--- src/rtl/instr_fetch_pkg.sv ---
// instr_fetch_pkg: shared state encoding, PC defaults and opcode constants for the fetch unit.
package instr_fetch_pkg;

    typedef enum logic {
        FETCH = 1'b0,
        ISSUE = 1'b1
    } state_e;

    localparam logic [31:0] RESET_PC = 32'h0000_0000;
    localparam logic [31:0] PC_INC   = 32'd4;

    localparam logic [5:0] OP_BEQ    = 6'b100000;
    localparam logic [5:0] OP_BNE    = 6'b101000;
    // Jump opcodes are 0100xx: match on the upper four bits only.
    localparam logic [5:0] OP_J      = 6'b010000;
    localparam logic [5:0] OP_J_MASK = 6'b111100;

endpackage

--- src/rtl/instr_fetch_pc_next.sv ---
// pc_next: combinational next-PC selection (jump over taken branch over sequential).
module pc_next
    import instr_fetch_pkg::*;
#(
    parameter logic [31:0] PC_INC = instr_fetch_pkg::PC_INC
) (
    input  logic [31:0] PC,
    input  logic [31:0] Instr,
    input  logic        Jump,
    input  logic        Branch,
    input  logic        Zero,
    output logic [31:0] next_pc
);

    logic [31:0] pc4;
    logic [31:0] br_off;
    logic        taken;
    logic        unused_instr;

    assign pc4    = PC + PC_INC;
    assign br_off = {{14{Instr[15]}}, Instr[15:0], 2'b00};
    // Instr[29] separates bne (1, taken on !Zero) from beq (0, taken on Zero).
    assign taken  = Branch && (Instr[29] ? !Zero : Zero);

    assign next_pc = Jump  ? {pc4[31:28], Instr[25:0], 2'b00} :
                     taken ? pc4 + br_off : pc4;

    assign unused_instr = ^{Instr[31:30], Instr[28:26]};

endmodule

--- src/rtl/instr_fetch.sv ---
// instr_fetch: two-state fetch/issue unit that requests an instruction word,
// holds it for decode until released, then advances the PC.
module instr_fetch
    import instr_fetch_pkg::*;
#(
    parameter logic [31:0] RESET_PC = instr_fetch_pkg::RESET_PC,
    parameter logic [31:0] PC_INC   = instr_fetch_pkg::PC_INC
) (
    input  logic        clk,
    input  logic        reset,
    output logic        imem_req,
    output logic [31:0] imem_addr,
    input  logic        imem_ready,
    input  logic [31:0] imem_rdata,
    output logic [31:0] Instr,
    output logic [5:0]  opcode,
    output logic [31:0] PC,
    output logic        instr_valid,
    input  logic        Jump,
    input  logic        Branch,
    input  logic        Zero,
    input  logic        stall
);

    state_e      state_q, state_d;
    logic [31:0] pc_q, pc_d;
    logic [31:0] instr_q, instr_d;
    logic        valid_q, valid_d;
    logic [31:0] next_pc;

    pc_next #(.PC_INC(PC_INC)) u_pc_next (
        .PC      (pc_q),
        .Instr   (instr_q),
        .Jump    (Jump),
        .Branch  (Branch),
        .Zero    (Zero),
        .next_pc (next_pc)
    );

    always_ff @(posedge clk) begin
        if (reset) begin
            state_q <= FETCH;
            pc_q    <= RESET_PC;
            instr_q <= '0;
            valid_q <= 1'b0;
        end else begin
            state_q <= state_d;
            pc_q    <= pc_d;
            instr_q <= instr_d;
            valid_q <= valid_d;
        end
    end

    always_comb begin
        state_d = state_q;
        pc_d    = pc_q;
        instr_d = instr_q;
        valid_d = valid_q;
        if (state_q == FETCH) begin
            if (imem_ready) begin
                instr_d = imem_rdata;
                valid_d = 1'b1;
                state_d = ISSUE;
            end
        end else if (!stall) begin
            pc_d    = next_pc;
            valid_d = 1'b0;
            state_d = FETCH;
        end
    end

    assign imem_req    = (state_q == FETCH);
    assign imem_addr   = pc_q;
    assign PC          = pc_q;
    assign Instr       = instr_q;
    assign opcode      = instr_q[31:26];
    assign instr_valid = valid_q;

endmodule

--- config.mk ---
export PLATFORM = sky130hd
export DESIGN_NAME = instr_fetch
export DESIGN_NICKNAME = d
export VERILOG_FILES = /design/src/rtl/instr_fetch_pkg.sv /design/src/rtl/instr_fetch_pc_next.sv /design/src/rtl/instr_fetch.sv
export SDC_FILE = /design/constraint.sdc
export NUM_CORES = 1
export LEC_CHECK = 0
export CORE_UTILIZATION = 42
export CTS_CLUSTER_DIAMETER = 200
export DETAILED_ROUTE_END_ITERATION = 10
export PLACE_DENSITY_LB_ADDON = 0.2
export SLEW_MARGIN = 15
export SYNTH_ARGS = -nofsm -noshare
export SYNTH_HDL_FRONTEND = slang
export SYNTH_SLANG_ARGS = --single-unit
export TNS_END_PERCENT = 1
--- constraint.sdc ---
create_clock -name clk -period 4.6 [get_ports clk]
set_input_delay 0.92 -clock clk [delete_from_list [all_inputs] [get_ports clk]]
set_output_delay 0.92 -clock clk [all_outputs]
set_load 0.03 [all_outputs]
==> impl_metrics.env, run 1 <==
export IMPL_grt_usage_pct=25.5
export IMPL_worst_r2r_path_depth=15
export IMPL_setup_viol=0
export IMPL_synth_top_area_cell="dfxtp_1"
export IMPL_worstHoldPathCells=2
export IMPL_fin_util_pct=55.6
export IMPL_wire_per_inst_um=17.0
export IMPL_critPathArrivalTime_ns=4.37
export IMPL_synth_ff_type="dfxtp_1"
export IMPL_gp_congestion=0.909
export IMPL_mostFrequentLayoutCells="clkdlybuf4s50_1, nand2_1, a21oi_1"
export IMPL_overflow=0
export IMPL_clkPwrFrac_pct=38.7
export IMPL_grt_setup_unrepaired="false"
export IMPL_first_global_vias=4744
export IMPL_worstSetupStartpoint="PC[21]"
export IMPL_dr_first_iter_drc_count=322
export IMPL_p_leak_nw=2.69
export IMPL_hold_viol=0
export IMPL_area_delta_synth_final_pct=28.8
export IMPL_synth_avg_cell_area_um2=7.41
export IMPL_crit_required_ns=4.82
export IMPL_power_density_mw_per_mm2=252
export IMPL_h_tree_depth=3
export IMPL_wl_um=16300
export IMPL_path_max_fanout=6
export IMPL_syn_area_mm2=0.00520
export IMPL_fin_crit_ns=4.14
export IMPL_pwr_share_comb_pct=24.4
export IMPL_core_mm2=0.0121
export IMPL_start_kind="register"
export IMPL_slew_headroom_pct=22.6
export IMPL_cts_tree="done"
export IMPL_hpwl_um=11900
export IMPL_n_antenna_cell=0
export IMPL_cap_violations=0
export IMPL_nFillCells=1134
export IMPL_layout_commonest_cell="clkdlybuf4s50_1"
export IMPL_synth_top_cell_area_share_pct=24.6
export IMPL_path_cells="nand3_1 > nor3_1 > nand3_1 > nor4_1 > xor2_1 > ha_1 > a21o_1 > a21o_1 > a21o_1 > nor3_1 > nand3_1 > nand2_1 > mux2i_1 > mux2i_1 > mux2_1"
export IMPL_min_path_type="register to register"
export IMPL_grt_max_degree=58
export IMPL_async_reset_ff_share_pct=0
export IMPL_synth_distinct_cells=60
export IMPL_peakVddDrop_mv=0.225
export IMPL_path_delay_family="simple AND/OR/NAND/NOR gates"
export IMPL_antenna_found_initial=0
export IMPL_ys_seq_area_share_pct=24.6
export IMPL_start_util_pct=43.1
export IMPL_ys_top_cells_by_area="dfxtp_1, nand2_1, ha_1"
export IMPL_synth_enable_flop_cells=0
export IMPL_io_pins=143
export IMPL_power_switching_mw=0.572
export IMPL_setup_tns_final_ns=0
export IMPL_hold_buffers=0
export IMPL_yosys_warnings=0
export IMPL_die_x_um=113
export IMPL_die_h_um=113
export IMPL_synthCells=702
export IMPL_cts_path_max_buffers=2
export IMPL_cts_reportedPaths_clkPinSlew_ns=0.06
export IMPL_insertion_delay_ns=0.34
export IMPL_drc=0
export IMPL_placed_area_mm2=0.00642
export IMPL_post_cts_buffers=0
export IMPL_drt_first_pass_iters=5
export IMPL_fin_crit_sh_pct=90.0
export IMPL_vias=5248
export IMPL_io_buffers=138
export IMPL_status="finished clean"
export IMPL_skew_ns=0.00684
export IMPL_cts_root_buf="clkbuf_16"
export IMPL_worst_pin_slew_ns=1.16
export IMPL_viasPerCell=5.48
export IMPL_grt_first_pass_wirelength_um=25400
export IMPL_power_frac_seq_pct=36.9
export IMPL_hp_start="Instr[21]"
export IMPL_p_sw_share_pct=33.9
export IMPL_drive_gt1_share_pct=5.06
export IMPL_final_area_mm2=0.00670
export IMPL_intPower_mw=1.12
export IMPL_worst_path_largest_cell_delay_ns=0.51
export IMPL_final_antenna_net_count=0
export IMPL_final_nets=862
export IMPL_slew_violations=0
export IMPL_clock_sinks=64
export IMPL_critPathKind="register to register"
export IMPL_numCtsBuffers=9
export IMPL_num_rows=40
export IMPL_worst_path_max_delay_cell="dfxtp_1"
export IMPL_cp_num_buf_inv=0
export IMPL_max_clock_freq_ghz=0.242
export IMPL_cp_depth=15
export IMPL_reg2reg_from="PC[21]"
export IMPL_post_cts_resized=0
export IMPL_ys_ff_latch=64
export IMPL_endpoint_kind="register"
export IMPL_dieArea_mm2=0.0128
[per-layer routing]
metal  up-vias  global-route usage [%]  routed length [µm]
met1      2463                    35.8                7940
li1       2595                       -                   -
met3        17                    5.68                1020
met5         -                       0                   0
met4         0                    6.84                 218
met2       173                    39.2                7150
[worst min-delay path, stage by stage (launching register included)]
cell	delay, ns
dfxtp_1	0.32
nand2_1	0.06
a21oi_1	0.05
[cell type report]
class | count | area (µm²) | share of cell area, %
sequential | 64 | 1280 | 19.1
multi-input combinational | 550 | 3440 | 51.3
tap | 168 | 210 | 3.14
inverter | 14 | 52.6 | 0.784
clock buffer | 9 | 225 | 3.36
timing repair buffer | 146 | 1440 | 21.4
clock inverter | 7 | 55.1 | 0.822
[synthesized netlist by cell type, drive strengths merged, types with 2 or more instances]
master and instances:
a211oi 6, a21o 26, a21oi 85, a221oi 2, a311oi 3, a31oi 8, and2 4, and3 6
and4 5, buf 51, clkbuf 26, dfxtp 64, ha 37, inv 14, mux2i 6, nand2 125
nand2b 4, nand3 21, nand3b 3, nand4 10, nor2 46, nor2b 4, nor3 12, nor3b 4
o211a 2, o211ai 20, o21a 4, o21ai 23, o21bai 4, o31ai 7, or2 3, xnor2 38
xor2 16
[state kept, by name, summed over array words and instances (netlist names)]
register,cells
instr_valid,1
Instr,32
PC,30
state_q,1
[final timing paths]
path                            slack, ns         to
worst max-delay path                 0.46     PC[31]
worst min-delay path                 0.48  Instr[21]
worst max register to register       0.46     PC[31]
worst min register to register       0.48  Instr[21]
[cell families after synthesis]
group / share of synthesized area (%)
AND/OR/NAND/NOR: 22.0
other: 0.0721
multiplexers: 1.37
buffers and inverters: 9.52
adder cells (fa/ha/maj): 9.28
AO/OA/AOI/OAI: 23.9
XOR/XNOR: 9.23
flip-flops: 24.6
[metrics by stage]
step / worst slack (ns) / total power [mW] / instances / hold slack, ns
detailed placement: 0.533 / 1.04 / 942 / 0.460
finish: 0.460 / 1.69 / 958 / 0.478
floorplan: 0.650 / 0.892 / 705 / 0.486
global route: 0.203 / 1.75 / 958 / 0.487
CTS: 0.513 / 1.70 / 958 / 0.480
global placement: 0.614 / 1.04 / 942 / 0.450
[power groups by stage]
stage          Combinational (mW)  Clock, mW  Sequential (mW)
5_1_grt                     0.442      0.687            0.626
6_report                    0.412      0.654            0.622
3_3_place_gp                0.406          0            0.632
2_1_floorplan               0.222          0            0.670
3_5_place_dp                0.409          0            0.633
4_1_cts                     0.411      0.666            0.621
(Power assumes the default switching activity.)
==> inputs of run 2 (changes only) <==
--- a/config.mk
+++ b/config.mk
@@ -5,7 +5,9 @@
 export SDC_FILE = /design/constraint.sdc
 export NUM_CORES = 1
 export LEC_CHECK = 0
-export CORE_UTILIZATION = 42
+export CELL_PAD_IN_SITES_DETAIL_PLACEMENT = 1
+export CELL_PAD_IN_SITES_GLOBAL_PLACEMENT = 2
+export CORE_UTILIZATION = 27
 export CTS_CLUSTER_DIAMETER = 200
 export DETAILED_ROUTE_END_ITERATION = 10
 export PLACE_DENSITY_LB_ADDON = 0.2
==> impl_metrics.env, run 2 (synthesized netlist as in run 1, its figures left out) <==
export IMPL_status="finished clean"
export IMPL_n_antenna_cell=0
export IMPL_p_leak_nw=2.73
export IMPL_endpoint_kind="register"
export IMPL_final_nets=865
export IMPL_area_delta_synth_final_pct=31.6
export IMPL_core_mm2=0.0188
export IMPL_layout_commonest_cell="clkdlybuf4s50_1"
export IMPL_largest_reg_flops=32
export IMPL_final_antenna_net_count=0
export IMPL_first_global_vias=5622
export IMPL_hold_buffers=0
export IMPL_cts_path_max_buffers=2
export IMPL_fin_crit_ns=4.19
export IMPL_wl_um=19800
export IMPL_h_tree_depth=3
export IMPL_power_density_mw_per_mm2=266
export IMPL_vias=5300
export IMPL_slew_headroom_pct=35.2
export IMPL_worst_r2r_path_depth=17
export IMPL_post_cts_resized=0
export IMPL_hold_viol=0
export IMPL_numCtsBuffers=9
export IMPL_drive_gt1_share_pct=5.42
export IMPL_overflow=0
export IMPL_worstSetupStartpoint="PC[4]"
export IMPL_io_buffers=138
export IMPL_grt_max_degree=35
export IMPL_critPathArrivalTime_ns=4.44
export IMPL_wire_per_inst_um=19.3
export IMPL_clock_sinks=64
export IMPL_grt_setup_unrepaired="false"
export IMPL_cts_root_buf="clkbuf_16"
export IMPL_peakVddDrop_mv=0.164
export IMPL_gp_congestion=0.850
export IMPL_worstHoldPathCells=1
export IMPL_start_util_pct=27.7
export IMPL_dieArea_mm2=0.0198
export IMPL_die_x_um=141
export IMPL_hpwl_um=15200
export IMPL_dr_first_iter_drc_count=225
export IMPL_whs_ns=0.473
export IMPL_die_h_um=141
export IMPL_crit_required_ns=4.85
export IMPL_reg2reg_from="PC[4]"
export IMPL_drt_first_pass_iters=4
export IMPL_grt_usage_pct=20.6
export IMPL_skew_ns=0.00779
export IMPL_post_cts_buffers=0
export IMPL_start_kind="register"
export IMPL_hp_start="instr_valid"
export IMPL_path_max_fanout=8
export IMPL_placedCellCount=1011
export IMPL_fin_crit_sh_pct=91.0
export IMPL_cts_tree="done"
export IMPL_mostFrequentLayoutCells="clkdlybuf4s50_1, nand2_1, a21oi_1"
export IMPL_placed_area_mm2=0.00653
export IMPL_worst_pin_slew_ns=0.971
export IMPL_viasPerCell=5.16
export IMPL_antenna_found_initial=0
export IMPL_io_pins=143
export IMPL_insertion_delay_ns=0.34
export IMPL_final_area_mm2=0.00685
export IMPL_min_path_type="register to register"
export IMPL_setup_viol=0
export IMPL_rrSetupSlack_ns=0.41
export IMPL_stdcell_count=1027
export IMPL_slew_violations=0
export IMPL_cap_violations=0
export IMPL_num_rows=50
export IMPL_max_clock_freq_ghz=0.239
export IMPL_grt_first_pass_wirelength_um=31500
export IMPL_critPathKind="register to register"
export IMPL_cts_reportedPaths_clkPinSlew_ns=0.06
export IMPL_drc=0
export IMPL_setup_tns_final_ns=0
==> run 2: area by class of cell <==
type	count	area [µm²]
Fill cell	2303	11900
Sequential cell	64	1280
Inverter	14	52.6
Clock inverter	7	95.1
Tap cell	234	293
Multi-Input combinational cell	550	3440
Clock buffer	9	225
Timing Repair Buffer	149	1460
==> run 2: final timing paths <==
| path | to |
|---|---|
| setup / recovery | PC[28] |
| hold / removal | instr_valid |
| setup reg to reg | PC[28] |
| hold reg to reg | instr_valid |
==> run 2: through the flow <==
step                      setup WS [ns]  power [mW]  util, %
after floorplan                   0.650       0.892        -
after global routing             0.0422        1.91     36.5
after detailed placement          0.440        1.06     34.8
after global placement            0.516        1.05     34.8
final                             0.412        1.82     36.5
after CTS                         0.415        1.85     36.5
==> run 2: metal layers <==
metal | global-route usage, % | vias up | share of wire, %
li1 | - | 2583 | -
met1 | 27.2 | 2602 | 48
met2 | 34.1 | 103 | 46
met3 | 4.76 | 12 | 4.7
met4 | 4.75 | 0 | 0.95
met5 | 0 | - | 0
==> run 2: power by group <==
group / switching [mW] / total [mW] / internal, mW
clock network: 0.297 / 0.773 / 0.476
registers: 0.0403 / 0.621 / 0.581
logic: 0.259 / 0.427 / 0.168
total: 0.596 / 1.82 / 1.23
==> run 2: worst max-delay path, cell delays in order (launching register included) <==
cell      delay, ns
dfxtp_1        0.48
and4_1         0.31
and4_4         0.27
nand4_2        0.14
or2_1          0.36
nor2_1         0.15
xor2_1         0.32
ha_1           0.34
a21o_1         0.18
a21o_1         0.18
a21o_1         0.18
a21o_1         0.18
a21o_1         0.17
a21o_1         0.17
a21oi_1        0.13
o21ai_1        0.10
xnor2_1        0.16
a311oi_1       0.27
==> inputs of run 3 (changes only) <==
--- a/config.mk
+++ b/config.mk
@@ -10,6 +10,7 @@
 export CORE_UTILIZATION = 27
 export CTS_CLUSTER_DIAMETER = 200
 export DETAILED_ROUTE_END_ITERATION = 10
+export GPL_TIMING_DRIVEN = 0
 export PLACE_DENSITY_LB_ADDON = 0.2
 export SLEW_MARGIN = 15
 export SYNTH_ARGS = -nofsm -noshare
==> impl_metrics.env, run 3 (synthesized netlist as in run 1, its figures left out) <==
export IMPL_first_global_vias=5818
export IMPL_io_buffers=137
export IMPL_grt_max_degree=25
export IMPL_holdPathEnd="instr_valid"
export IMPL_grt_first_pass_wirelength_um=32900
export IMPL_worst_r2r_path_depth=16
export IMPL_p_sw_share_pct=34.6
export IMPL_core_mm2=0.0188
export IMPL_start_kind="register"
export IMPL_skew_ns=0.00706
export IMPL_min_path_type="register to register"
export IMPL_rrSetupSlack_ns=0.34
export IMPL_die_x_um=141
export IMPL_clock_sinks=64
export IMPL_dr_first_iter_drc_count=226
export IMPL_reg2reg_from="PC[6]"
export IMPL_dieArea_mm2=0.0198
export IMPL_worstHoldPathCells=1
export IMPL_num_rows=50
export IMPL_layout_commonest_cell="clkdlybuf4s50_1"
export IMPL_setup_tns_final_ns=0
export IMPL_hold_viol=0
export IMPL_n_antenna_cell=0
export IMPL_status="finished clean"
export IMPL_start_util_pct=27.7
export IMPL_grt_setup_unrepaired="false"
export IMPL_cts_reportedPaths_clkPinSlew_ns=0.06
export IMPL_peakVddDrop_mv=0.187
export IMPL_whs_ns=0.465
export IMPL_max_clock_freq_ghz=0.235
export IMPL_vias=5608
export IMPL_fin_util_pct=38.2
export IMPL_p_leak_nw=2.93
export IMPL_cts_root_buf="clkbuf_16"
export IMPL_pwr_share_comb_pct=25.5
export IMPL_hpwl_um=16400
export IMPL_final_nets=929
export IMPL_cap_violations=0
export IMPL_drt_first_pass_iters=4
export IMPL_endpoint_kind="register"
export IMPL_path_max_fanout=6
export IMPL_numCtsBuffers=9
export IMPL_overflow=0
export IMPL_worst_pin_slew_ns=1.09
export IMPL_critPathKind="register to register"
export IMPL_fin_crit_ns=4.26
export IMPL_hold_buffers=0
export IMPL_drive_gt1_share_pct=8.87
export IMPL_fin_crit_sh_pct=92.6
export IMPL_largest_reg_flops=32
export IMPL_cts_path_max_buffers=2
export IMPL_io_pins=143
export IMPL_power_switching_mw=0.615
export IMPL_cts_tree="done"
export IMPL_slew_violations=0
export IMPL_critPathArrivalTime_ns=4.49
export IMPL_r2r_end="PC[31]"
export IMPL_hp_start="instr_valid"
export IMPL_power_density_mw_per_mm2=248
export IMPL_setup_viol=0
export IMPL_antenna_found_initial=0
export IMPL_insertion_delay_ns=0.35
export IMPL_grt_usage_pct=21.7
export IMPL_mostFrequentLayoutCells="clkdlybuf4s50_1, nand2_1, a21oi_1"
export IMPL_slew_headroom_pct=27.3
export IMPL_power_mw=1.78
export IMPL_area_delta_synth_final_pct=37.9
export IMPL_h_tree_depth=3
export IMPL_intPower_mw=1.16
export IMPL_drc=0
export IMPL_clkPwrFrac_pct=39.4
export IMPL_crit_required_ns=4.84
export IMPL_gp_congestion=0.947
export IMPL_wire_per_inst_um=19.6
export IMPL_nFillCells=2321
export IMPL_die_h_um=141
export IMPL_power_frac_seq_pct=35.1
export IMPL_wl_um=21400
export IMPL_final_antenna_net_count=0
export IMPL_viasPerCell=5.14
==> run 3: cell count changes in the layout (fill, tap and decap cells not counted), moves of 2 or more <==
| cell | delta |
|---|---|
| dfxtp_1 | -2 |
| buf_1 | +8 |
| bufinv_16 | -2 |
| clkbuf_8 | +2 |
| buf_2 | +2 |
| clkbuf_1 | +25 |
| buf_4 | +29 |
| dfxtp_2 | +2 |
==> run 3: power groups by stage <==
stage / sequential, mW / combinational [mW] / clock [mW]
after floorplan: 0.670 / 0.222 / 0
after global placement: 0.635 / 0.442 / 0
after detailed placement: 0.636 / 0.452 / 0
after CTS: 0.624 / 0.454 / 0.713
after global routing: 0.629 / 0.485 / 0.732
final: 0.624 / 0.453 / 0.700
==> run 3: worst max path at each step <==
stage | startpoint | cells after the start | to | slack (ns)
after floorplan | PC[4] | 16 | PC[31] | 0.65
after global placement | PC[4] | 16 | PC[31] | 0.19
after detailed placement | PC[4] | 16 | PC[31] | 0.17
after CTS | PC[4] | 16 | PC[31] | 0.14
after global routing | PC[6] | 18 | PC[31] | 0.05
final | PC[6] | 16 | PC[31] | 0.34
==> run 3: cell type report <==
| cell class | instances | area, µm² | share of cell area, % |
|---|---|---|---|
| Clock inverter | 5 | 38.8 | 0.541 |
| Multi-Input combinational cell | 550 | 3440 | 48.0 |
| Inverter | 14 | 52.6 | 0.732 |
| Timing Repair Buffer | 137 | 1370 | 19.1 |
| Sequential cell | 64 | 1280 | 17.9 |
| Tap cell | 234 | 293 | 4.08 |
| Buffer | 76 | 439 | 6.12 |
| Clock buffer | 11 | 253 | 3.52 |
==> run 3: critical path, stage by stage, from the launching register on <==
cell and delay, ns:
dfxtp_1 0.44, and4_1 0.32, and4_4 0.28, and3_1 0.30, nand2_1 0.16, nor4_1 0.34
xor2_1 0.26, ha_1 0.35, a21o_1 0.20, a21o_1 0.18, a21o_1 0.18, nor3_1 0.13
nand3_1 0.09, nand2_1 0.13, mux2i_1 0.23, mux2i_1 0.23, mux2_1 0.33
==> run 3: metrics by stage <==
step	instance area [µm²]	setup slack (ns)	std cells
floorplan	5220	0.650	705
global placement	6880	0.186	1076
detailed placement	6880	0.174	1076
CTS	7170	0.138	1092
global route	7170	0.0510	1091
finish	7170	0.342	1091
==> run 3: repair_timing <==
| item | 4_1_cts | 5_1_grt |
|---|---|---|
| gates resized for setup | 0 | 3 |
| buffers inserted | 0 | 0 |
| endpoints found under the setup margin | 0 | 3 |
==> run 3: layer usage <==
layer	routed length (µm)	GRT usage [%]	part of all wire, %
met2	10200	36.9	48
met5	0	0	0
met4	370	6.46	1.7
met3	1230	4.52	5.7
met1	9590	27.6	45
